===== src/rtl/serial_subtractor_if.sv =====
// Handshake and data bundle for the bit-serial subtractor.
// The master side drives the request and operands; the slave side returns status and results.
interface serial_subtractor_if #(
    parameter int WIDTH = 8
);
    logic             start;
    logic [WIDTH-1:0] a;
    logic [WIDTH-1:0] b;
    logic             borrow_in;
    logic             busy;
    logic             done;
    logic [WIDTH-1:0] diff;
    logic             borrow_out;
    logic             overflow;

    modport master (
        output start, a, b, borrow_in,
        input  busy, done, diff, borrow_out, overflow
    );

    modport slave (
        input  start, a, b, borrow_in,
        output busy, done, diff, borrow_out, overflow
    );
endinterface


===== src/rtl/serial_subtractor.sv =====
// Bit-serial a - b - borrow_in, LSB first, one full-subtractor cell and a registered borrow.
// Results land in output registers on the edge entering DONE and hold until the next completion.
module serial_subtractor #(
    parameter int WIDTH = 8
) (
    input  logic               clk,
    input  logic               rst_n,
    serial_subtractor_if.slave sif
);
    localparam int CW = (WIDTH > 1) ? $clog2(WIDTH) : 1;
    localparam logic [CW-1:0] LAST = CW'(WIDTH - 1);

    typedef enum logic [1:0] {
        IDLE = 2'd0,
        RUN  = 2'd1,
        DONE = 2'd2
    } state_t;

    state_t           state_reg, state_next;
    logic [WIDTH-1:0] a_sh_reg, a_sh_next;
    logic [WIDTH-1:0] b_sh_reg, b_sh_next;
    logic [WIDTH-1:0] d_sh_reg, d_sh_next;
    logic             br_reg, br_next;
    logic [CW-1:0]    cnt_reg, cnt_next;
    logic             a_msb_reg, a_msb_next;
    logic             b_msb_reg, b_msb_next;
    logic [WIDTH-1:0] diff_reg, diff_next;
    logic             borrow_out_reg, borrow_out_next;
    logic             overflow_reg, overflow_next;

    // Full-subtractor cell on the current LSBs
    logic x, y, d, bo;
    assign x  = a_sh_reg[0];
    assign y  = b_sh_reg[0];
    assign d  = x ^ y ^ br_reg;
    assign bo = (~x & y) | (~(x ^ y) & br_reg);

    always_ff @(posedge clk or negedge rst_n) begin
        if (!rst_n) begin
            state_reg      <= IDLE;
            a_sh_reg       <= '0;
            b_sh_reg       <= '0;
            d_sh_reg       <= '0;
            br_reg         <= 1'b0;
            cnt_reg        <= '0;
            a_msb_reg      <= 1'b0;
            b_msb_reg      <= 1'b0;
            diff_reg       <= '0;
            borrow_out_reg <= 1'b0;
            overflow_reg   <= 1'b0;
        end else begin
            state_reg      <= state_next;
            a_sh_reg       <= a_sh_next;
            b_sh_reg       <= b_sh_next;
            d_sh_reg       <= d_sh_next;
            br_reg         <= br_next;
            cnt_reg        <= cnt_next;
            a_msb_reg      <= a_msb_next;
            b_msb_reg      <= b_msb_next;
            diff_reg       <= diff_next;
            borrow_out_reg <= borrow_out_next;
            overflow_reg   <= overflow_next;
        end
    end

    always_comb begin
        state_next      = state_reg;
        a_sh_next       = a_sh_reg;
        b_sh_next       = b_sh_reg;
        d_sh_next       = d_sh_reg;
        br_next         = br_reg;
        cnt_next        = cnt_reg;
        a_msb_next      = a_msb_reg;
        b_msb_next      = b_msb_reg;
        diff_next       = diff_reg;
        borrow_out_next = borrow_out_reg;
        overflow_next   = overflow_reg;

        case (state_reg)
            IDLE, DONE: begin
                if (sif.start) begin
                    a_sh_next  = sif.a;
                    b_sh_next  = sif.b;
                    br_next    = sif.borrow_in;
                    cnt_next   = '0;
                    a_msb_next = sif.a[WIDTH-1];
                    b_msb_next = sif.b[WIDTH-1];
                    state_next = RUN;
                end else if (state_reg == DONE) begin
                    state_next = IDLE;
                end
            end
            RUN: begin
                d_sh_next = {d, d_sh_reg[WIDTH-1:1]};
                a_sh_next = {1'b0, a_sh_reg[WIDTH-1:1]};
                b_sh_next = {1'b0, b_sh_reg[WIDTH-1:1]};
                br_next   = bo;
                // Counter stops at WIDTH-1 so it never wraps for power-of-two widths
                if (cnt_reg == LAST) begin
                    state_next      = DONE;
                    diff_next       = d_sh_next;
                    borrow_out_next = bo;
                    overflow_next   = (a_msb_reg != b_msb_reg) & (d != a_msb_reg);
                end else begin
                    cnt_next = cnt_reg + 1'b1;
                end
            end
            default: state_next = IDLE;
        endcase
    end

    assign sif.busy       = (state_reg == RUN);
    assign sif.done       = (state_reg == DONE);
    assign sif.diff       = diff_reg;
    assign sif.borrow_out = borrow_out_reg;
    assign sif.overflow   = overflow_reg;
endmodule


===== src/flat_wrapper.sv =====
// flat-port wrapper written by rule: the top's interface ports become plain ports
module serial_subtractor_flat 
#(
    parameter int WIDTH = 8
)
  (clk, rst_n, sif_start, sif_a, sif_b, sif_borrow_in, sif_busy, sif_done, sif_diff, sif_borrow_out, sif_overflow);
  serial_subtractor_if #(.WIDTH(WIDTH)) sif_i ();
  input  logic clk;
  input  logic rst_n;
  input wire logic [$bits(sif_i.start)-1:0] sif_start;
  input wire logic [$bits(sif_i.a)-1:0] sif_a;
  input wire logic [$bits(sif_i.b)-1:0] sif_b;
  input wire logic [$bits(sif_i.borrow_in)-1:0] sif_borrow_in;
  output wire logic [$bits(sif_i.busy)-1:0] sif_busy;
  output wire logic [$bits(sif_i.done)-1:0] sif_done;
  output wire logic [$bits(sif_i.diff)-1:0] sif_diff;
  output wire logic [$bits(sif_i.borrow_out)-1:0] sif_borrow_out;
  output wire logic [$bits(sif_i.overflow)-1:0] sif_overflow;
  assign sif_i.start = sif_start;
  assign sif_i.a = sif_a;
  assign sif_i.b = sif_b;
  assign sif_i.borrow_in = sif_borrow_in;
  assign sif_busy = sif_i.busy;
  assign sif_done = sif_i.done;
  assign sif_diff = sif_i.diff;
  assign sif_borrow_out = sif_i.borrow_out;
  assign sif_overflow = sif_i.overflow;
  serial_subtractor #(.WIDTH(WIDTH)) u_core (.clk(clk), .rst_n(rst_n), .sif(sif_i));
endmodule

===== config.mk =====
export PLATFORM = sky130hd
export DESIGN_NAME = serial_subtractor_flat
export DESIGN_NICKNAME = d
export VERILOG_FILES = /design/src/rtl/serial_subtractor_if.sv /design/src/rtl/serial_subtractor.sv /design/src/flat_wrapper.sv
export SDC_FILE = /design/constraint.sdc
export NUM_CORES = 1
export LEC_CHECK = 0
export CORE_ASPECT_RATIO = 1.5
export CORE_UTILIZATION = 43
export CTS_CLUSTER_SIZE = 25
export DETAILED_ROUTE_END_ITERATION = 16
export PLACE_DENSITY = 0.65
export REMOVE_ABC_BUFFERS = 1
export SLEW_MARGIN = 20
export SYNTH_ARGS = -nofsm -noshare
export SYNTH_HDL_FRONTEND = slang
export SYNTH_SLANG_ARGS = --single-unit

===== constraint.sdc =====
create_clock -name clk -period 1.8 [get_ports clk]
set_input_delay 0.36 -clock clk [delete_from_list [all_inputs] [get_ports clk]]
set_output_delay 0.36 -clock clk [all_outputs]
set_load 0.03 [all_outputs]

==> impl_metrics.ini, run 1 <==
[setup_path]
crit_fanout = 2
path_cells = clkdlybuf4s50_1
cpPeakStageDelay_ns = 0.67
cp_slowest_cell = clkdlybuf4s50_1
path_buf_inv = 1
cp-end-kind = output pin
critical_path_required_ns = 1.44
crit_type = reg2out
critical-path-top-delay-family = buffers and inverters
r2r_start = u_core.cnt_reg[0]
arrival_ns = 1.31
cp-start-kind = register
startpoint = u_core.sif.diff[6]

[synthesis]
synthTopCellsByArea = dfrtp_1 (59%), nand2_1 (13%), mux2_2 (5.2%)
yosysSeqAreaShare_pct = 59.0
synth_top_family_by_area = simple AND/OR/NAND/NOR gates
netlist_top_cells_count = nand2_1 (61), dfrtp_1 (41), a31oi_1 (14), nor2_1 (14), mux2_2 (8)
yosysMostFrequentCell = nand2_1
ys_types = 24
yosysWarnings = 0
synth_xor_area_share_pct = 0
synth_top_area_share_pct = 59.0
synth-simple-area-share_pct = 21.4
yosys.area.top_type = dfrtp_1
synth_fa_ha_area_share_pct = 2.59
ys_seq_elements = 41
synth_compound_area_share_pct = 7.19
syn-instance-count = 178
ys.flop_type = dfrtp_1
syn_area_sq_um = 1740
synth_mux_area_share_pct = 5.18
synth-edff-count = 0
syn_area_per_cell_sq_um = 9.78
async_reset_ff_share_pct = 100

[placed_design]
gp_congestion = 0.673
port_buffers = 31
hpwlAfterDp_mm = 2.06

[sta]
finalHoldViolCount = 0
slew_viol_final = 0
finalCritPeriodShare_pct = 92.7
setup-tns-final_ns = 0
rsz0062_at_grt = false
min_period_ns = 1.67
relSlewSlack_pct = 66.5
hold_slack_ns = 0.121
setup_violations = 0
fin_skew_ns = 0.00365
worst_slew_pin_slew_ns = 0.503
fmax_mhz = 599

[detailed_routing]
dr.pass1.iters = 4
via_per_inst = 5.11
antenna_left = 0
vias = 1308
routedWlPerCell_microns = 11.5
drt_iter0_drc = 22
drc = 0
drt-total-wl_mm = 2.95

[cells_and_area]
area_growth_pct = 23.4
final_core_util_pct = 54.8
drive_gt1_share_pct = 10.4
diodes = 0
nNetsFinal = 233

[die]
start_util_pct = 44.4
die_x_microns = 53.9
die_y_microns = 79.9
core_area_sq_um = 3920
dieArea_sq_um = 4310
num_rows = 28
ios = 32

[global_route]
grt_pass1_wl_mm = 5.00
grt_max_degree = 42
track_usage_pct = 16.1
antenna_found_initial = 0
first_global_vias = 1196
grt-ovfl-total = 0

[cts]
numCtsBuffers = 5
cts_hold_buf = 0
cts_htree_levels = 2
cts_tree = yes
clk_latency_ns = 0.28
cts_sinks = 41
cts.path.max_buffers = 2
cts_root_buffer = clkbuf_8
clk_pin_slew_worst_paths_ns = 0.07
cts_setup_buffers = 0

[min_path]
holdCritPathClass = in2async

[job]
max_cap_violations = 0

[power]
total_leakage_power_uw = 0.00103
power_uw = 3770
power.density_nw_per_um2 = 1750
ir_drop_v = 0.00106

[status]
status = complete, no violations
## cell families after synthesis
group	Yosys count
AO/OA/AOI/OAI	21
adder cells (fa/ha/maj)	3
buffers and inverters	16
flip-flops	41
multiplexers	8
AND/OR/NAND/NOR	89
## per-stage QoR
step | setup slack, ns | area, sq um | std cells
global route | 0.0528 | 2150 | 256
CTS | 0.115 | 2150 | 256
floorplan | 0.0457 | 1680 | 168
detailed placement | 0.137 | 2070 | 248
global placement | 0.183 | 2070 | 248
finish | 0.132 | 2150 | 256
## area by class of cell
type / instances / area [sq um]
Timing Repair Buffer: 35 / 332
Clock buffer: 8 / 80.1
Fill cell: 375 / 1780
Multi-Input combinational cell: 121 / 632
Tap cell: 45 / 56.3
Inverter: 6 / 22.5
Sequential cell: 41 / 1030
## path summary, 6_finish.rpt
check / slack [ns] / depth (start not counted) / endpoint
min in group clk: 0.50 / 2 / u_core.a_msb_reg
max reg2reg: 0.14 / 4 / u_core.sif.diff[0]
min reg2reg: 0.50 / 2 / u_core.a_msb_reg
min: 0.12 / 2 / u_core.d_sh_reg[5]
max in group asynchronous: 1.33 / 2 / u_core.sif.borrow_out
max: 0.13 / 1 / sif_diff[6]
## power breakdown
part	total (uW)	switching (uW)	leakage, uW	internal [uW]
combinational	1610	924	0.000492	690
sequential	1590	238	0.000499	1350
clock	563	288	0.0000395	275
total	3770	1450	0.00103	2320
## per-layer routing
metal | up-vias | track usage, % | share of wire [%]
met5 | - | 0 | 0
met2 | 31 | 27.7 | 51
met3 | 6 | 5.14 | 4.4
met1 | 627 | 18.0 | 43
met4 | 0 | 5.53 | 1.5
li1 | 644 | - | -
## worst reg2reg max path, cell delays in order, from the launching register on
cell	delay, ns
dfrtp_1	0.40
ha_1	0.21
ha_1	0.18
nand3b_1	0.36
mux2_2	0.39
## placed cells by master, fill, tap and decap left out
cell / count
nand2b_1: 2
o21ai_1: 3
nor2_1: 14
inv_1: 5
mux2_2: 8
nor3b_1: 1
dfrtp_1: 41
a21oi_1: 1
and2b_2: 2
nand3_1: 6
nor2b_1: 1
ha_1: 2
buf_4: 5
buf_2: 1
clkbuf_1: 3
clkdlybuf4s50_1: 28
o211ai_1: 1
o21ai_0: 2
or3b_1: 1
fa_1: 1
clkbuf_8: 5
dlygate4sd2_1: 1
inv_2: 1
nand2_1: 61
nand3b_1: 1
a31oi_1: 14
## what timing repair did
action | 4_1_cts | 5_1_grt
setup endpoints to repair | 1 | 0
hold endpoints to repair | 0 | 0
gates resized for setup | 1 | 0
Power figures use the tool's default switching activity.
==> run 2, diff against run 1 <==
Settings changed: ABC_AREA set to 1, PLACE_DENSITY 0.65 to 0.63.
Clock period 1.8 ns to 1.75 ns, I/O delays scaled along.
==> run 2 against run 1 <==
The run now ends with DRC left. Largest cell class unchanged. Register-to-register slack gained 0.19 ns. Sequential cell count unchanged. Setup slack lost 0.034 ns. Design area is 12% higher. Power is 14% higher. Die area is 14% higher. Critical path type unchanged. Highest routed layer unchanged. Clock-buffer cell count is the same. Via count increased by 18%. Worst hold slack better by 0.36 ns.
==> impl_metrics.ini, run 2 <==
[die]
num_rows = 29
dieArea_sq_um = 4900
die_x_microns = 57.5
die_y_microns = 85.2
core_area_sq_um = 4320
ios = 32
start_util_pct = 46.0

[global_route]
grt-ovfl-total = 0
antenna_found_initial = 0
first_global_vias = 1446
grt_pass1_wl_mm = 6.31
grt_max_degree = 31
track_usage_pct = 16.9

[setup_path]
cp-start-kind = register
arrival_ns = 1.30
crit_fanout = 2
critical-path-top-delay-family = buffers and inverters
reg2reg_slack_ns = 0.33
r2r_start = u_core.b_sh_reg[0]
rr_worst_depth = 7
startpoint = u_core.sif.diff[7]
path_cells = clkdlybuf4s50_1
cp_slowest_cell = clkdlybuf4s50_1
path_buf_inv = 1
critical_path_required_ns = 1.40
crit_type = reg2out
cpPeakStageDelay_ns = 0.67
cp-end-kind = output pin
r2r-end = u_core.sif.overflow

[min_path]
holdCritPathClass = reg2reg
whs_endpoint = u_core.sif.diff[2]
holdPathStages = 2
hp-start = u_core.sif.diff[2]

[cells_and_area]
final_core_util_pct = 55.5
area_growth_pct = 20.7
drive_gt1_share_pct = 10.2
final_common_cell = nand2_1
nNetsFinal = 296
layout_common_cells = nand2_1 (77), inv_1 (45), dfrtp_1 (41)
diodes = 0
n_fill_cell = 398

[sta]
relSlewSlack_pct = 72.5
rsz0062_at_grt = false
setup-tns-final_ns = 0
fin_skew_ns = 0.00613
finalHoldViolCount = 0
finalCritPeriodShare_pct = 94.5
setup_violations = 0
fmax_mhz = 605
worst_slew_pin_slew_ns = 0.412
slew_viol_final = 0
min_period_ns = 1.65

[job]
max_cap_violations = 0

[synthesis]
yosysWarnings = 0
synth_top_area_share_pct = 51.7
async_reset_ff_share_pct = 100
synth-edff-count = 0
yosys.area.top_type = dfrtp_1
syn_area_per_cell_sq_um = 8.31
ys_seq_elements = 41
yosysMostFrequentCell = nand2_1
netlist_top_cells_count = nand2_1 (77), inv_1 (45), dfrtp_1 (41), nand3_1 (35), o21ai_0 (11)
synthTopCellsByArea = dfrtp_1 (52%), nand2_1 (15%), nand3_1 (8.8%)
syn-instance-count = 239
ys.flop_type = dfrtp_1
yosysSeqAreaShare_pct = 51.7
syn_area_sq_um = 1990
ys_types = 16

[cts]
cts_sinks = 41
cts.path.max_buffers = 2
numCtsBuffers = 5
clk_pin_slew_worst_paths_ns = 0.07
cts_setup_buffers = 0
clk_latency_ns = 0.29
cts_resized = 0
cts_htree_levels = 2
cts_tree = yes
cts_root_buffer = clkbuf_8

[detailed_routing]
routedWlPerCell_microns = 11.0
dr.pass1.iters = 10
vias = 1540
drc = 6
drt_iter0_drc = 42
via_per_inst = 4.81
antenna_left = 0
drt-total-wl_mm = 3.51

[status]
violations = DRC
status = finished with violations

[power]
power.density_nw_per_um2 = 1790
ir_drop_v = 0.000866
total_leakage_power_uw = 0.00129

[placed_design]
hpwlAfterDp_mm = 2.46
gp_congestion = 0.715
port_buffers = 31
==> run 2: timing repair <==
item | CTS | global route
hold buffers | 1 | 0
hold endpoints to repair | 16 | 0
setup endpoints to repair | 0 | 0
==> run 2: layout make-up <==
type | count | area (sq um) | area share, %
Sequential cell | 41 | 1030 | 42.8
Multi-Input combinational cell | 141 | 698 | 29.1
Timing Repair Buffer | 36 | 353 | 14.7
Inverter | 48 | 183 | 7.62
Clock buffer | 8 | 80.1 | 3.34
Tap cell | 46 | 57.6 | 2.40
==> run 2: metrics by stage <==
step / total power, uW / cell area, sq um / hold slack (ns) / setup WS (ns) / instances
after CTS: 4370 / 2400 / 0.485 / 0.0839 / 320
after floorplan: 3100 / 1910 / 0.0544 / 0.314 / 230
after detailed placement: 3780 / 2310 / 0.308 / 0.241 / 311
after global placement: 3730 / 2310 / 0.313 / 0.262 / 311
after global routing: 4710 / 2400 / 0.498 / 0.0504 / 320
final: 4300 / 2400 / 0.481 / 0.0971 / 320
==> run 2: cell families after synthesis <==
kind of cell             share of synthesized area, %
buffers and inverters                            13.2
AO/OA/AOI/OAI                                    6.30
flip-flops                                       51.7
adder cells (fa/ha/maj)                          2.27
AND/OR/NAND/NOR                                  26.6
==> run 2: metal layers <==
layer	routed length, microns	vias to the layer above	share of wire (%)	global-route usage [%]
li1	-	790	-	-
met4	61	0	1.7	6.65
met1	1560	718	44	20.3
met3	118	6	3.4	4.12
met2	1770	26	50	28.6
met5	0	-	0	0
==> run 2: worst register-to-register path, delay by kind of cell (launching register included) <==
family | cells | cell delay [ns]
adders and majority gates | 1 | 0.55
buffers and inverters | 2 | 0.15
DFF | 1 | 0.37
and+or+nand+nor | 4 | 0.22
==> run 2: worst max path at each step <==
stage               cells past startpoint               endpoint
floorplan                               5  u_core.sif.borrow_out
global placement                        6     u_core.b_sh_reg[6]
detailed placement                      6     u_core.b_sh_reg[0]
CTS                                     1            sif_diff[0]
global route                            1         sif_borrow_out
finish                                  1            sif_diff[7]
==> run 2: power by group <==
| part | switching (uW) | internal (uW) |
|---|---|---|
| clock | 294 | 283 |
| combinational | 1300 | 794 |
| sequential | 235 | 1400 |
==> run 3, diff against run 2 <==
Settings changed: CORE_MARGIN set to 2, SLEW_MARGIN 20 to not set.
==> run 3 against run 2 <==
The flow now finishes without violations. Maximum frequency shrank 0.34%. Non-clock buffer count stayed put. Clock skew fell by 0.0011 ns. Combinational power hardly changed. Register-to-register slack better by 0.03 ns. Largest power group unchanged. Wire length rose by 1.5%. Critical path depth stayed put. Critical path type unchanged. Sequential power about the same.
==> impl_metrics.ini, run 3 (synthesis results as in run 2) <==
[die]
dieArea_sq_um = 5190
num_rows = 30
die_y_microns = 87.2
core_area_sq_um = 4470
die_x_microns = 59.5
ios = 32
start_util_pct = 44.5

[cts]
cts_resized = 0
clk_latency_ns = 0.29
clk_pin_slew_worst_paths_ns = 0.08
cts.path.max_buffers = 2
cts_tree = yes
cts_root_buffer = clkbuf_8
cts_hold_buf = 0
cts_htree_levels = 2
cts_sinks = 41
numCtsBuffers = 5
cts_setup_buffers = 0

[setup_path]
critical_path_required_ns = 1.40
crit_type = reg2out
path_cells = clkdlybuf4s50_1
critical-path-top-delay-family = buffers and inverters
arrival_ns = 1.31
cp_slowest_cell = clkdlybuf4s50_1
path_buf_inv = 1
rr_worst_depth = 7
crit_fanout = 2
cp-end-kind = output pin
cp-start-kind = register
cpPeakStageDelay_ns = 0.67
cp_num_cells = 1

[sta]
finalHoldViolCount = 0
layout_setup_ws_ns = 0.0915
setup_violations = 0
worst_slew_pin_slew_ns = 0.512
fmax_mhz = 603
slew_viol_final = 0
min_period_ns = 1.66
relSlewSlack_pct = 65.9
fin_skew_ns = 0.00503
setup-tns-final_ns = 0
finalCritPeriodShare_pct = 94.8
rsz0062_at_grt = false

[cells_and_area]
final_common_cell = nand2_1
nNetsFinal = 296
drive_gt1_share_pct = 11.4
layout_common_cells = nand2_1 (77), inv_1 (45), dfrtp_1 (41)
diodes = 0
area_growth_pct = 21.3

[global_route]
grt_pass1_wl_mm = 6.46
antenna_found_initial = 0
track_usage_pct = 16.7
first_global_vias = 1509
grt_max_degree = 42
grt-ovfl-total = 0

[min_path]
holdCritPathClass = in2async

[placed_design]
port_buffers = 31
place_ws_ns = 0.243
hpwlAfterDp_mm = 2.49
gp_congestion = 0.785

[detailed_routing]
vias = 1525
routedWlPerCell_microns = 11.1
antenna_left = 0
drt-total-wl_mm = 3.56
via_per_inst = 4.75
dr.pass1.iters = 4
drt_iter0_drc = 58
drc = 0

[power]
ir_drop_v = 0.000746
power.density_nw_per_um2 = 1850
total_leakage_power_uw = 0.00130
power_uw = 4460

[status]
status = complete, no violations

[job]
max_cap_violations = 0
==> run 3: cell count changes in the layout (fill, tap and decap cells not counted) <==
cell and delta:
clkbuf_1 -3, buf_4 +2, buf_12 -1, bufinv_16 +1, clkinv_2 +1, dlygate4sd3_1 -1
==> run 3: power by group <==
part | leakage, uW | total [uW] | internal, uW | switching, uW
Combinational | 0.000740 | 2100 | 811 | 1290
Sequential | 0.000510 | 1630 | 1400 | 236
Clock | 0.0000540 | 723 | 414 | 308
Total | 0.00130 | 4460 | 2620 | 1840
==> run 3: per-layer routing <==
| layer | GRT usage [%] | share of wire, % |
|---|---|---|
| met1 | 19.8 | 44 |
| met2 | 27.7 | 50 |
| met3 | 4.90 | 4.1 |
| met4 | 6.82 | 1.9 |
| met5 | 0 | 0 |
==> run 3: stage by stage <==
stage          utilization (%)  instance area [sq um]  instances  hold slack (ns)
6_report                  53.9                   2410        321            0.108
5_1_grt                   53.9                   2410        321            0.142
4_1_cts                   53.9                   2410        321            0.131
3_5_place_dp              51.6                   2300        314            0.454
3_3_place_gp              51.6                   2300        314            0.449
2_1_floorplan                -                   1910        230           0.0544
==> run 3: cell type report <==
class                   instances  area [sq um]
fillers                       441          2060
flip-flops and latches         41          1030
multi-input cells             141           698
repair buffers                 36           338
inverters                      48           183
clock buffers                   5          68.8
well taps                      48          60.1
clock inverters                 2          35.0
==> run 3: worst paths after layout <==
kind	start	endpoint	slack, ns
setup / recovery	u_core.sif.diff[0]	sif_diff[0]	0.09
setup reg to reg	u_core.b_sh_reg[0]	u_core.sif.overflow	0.36
hold / removal	rst_n	u_core.sif.diff[1]	0.11
max in group asynchronous	rst_n	u_core.br_reg	1.29
hold reg to reg	u_core.b_sh_reg[5]	u_core.b_sh_reg[5]	0.48
min in group clk	u_core.b_sh_reg[5]	u_core.b_sh_reg[5]	0.48
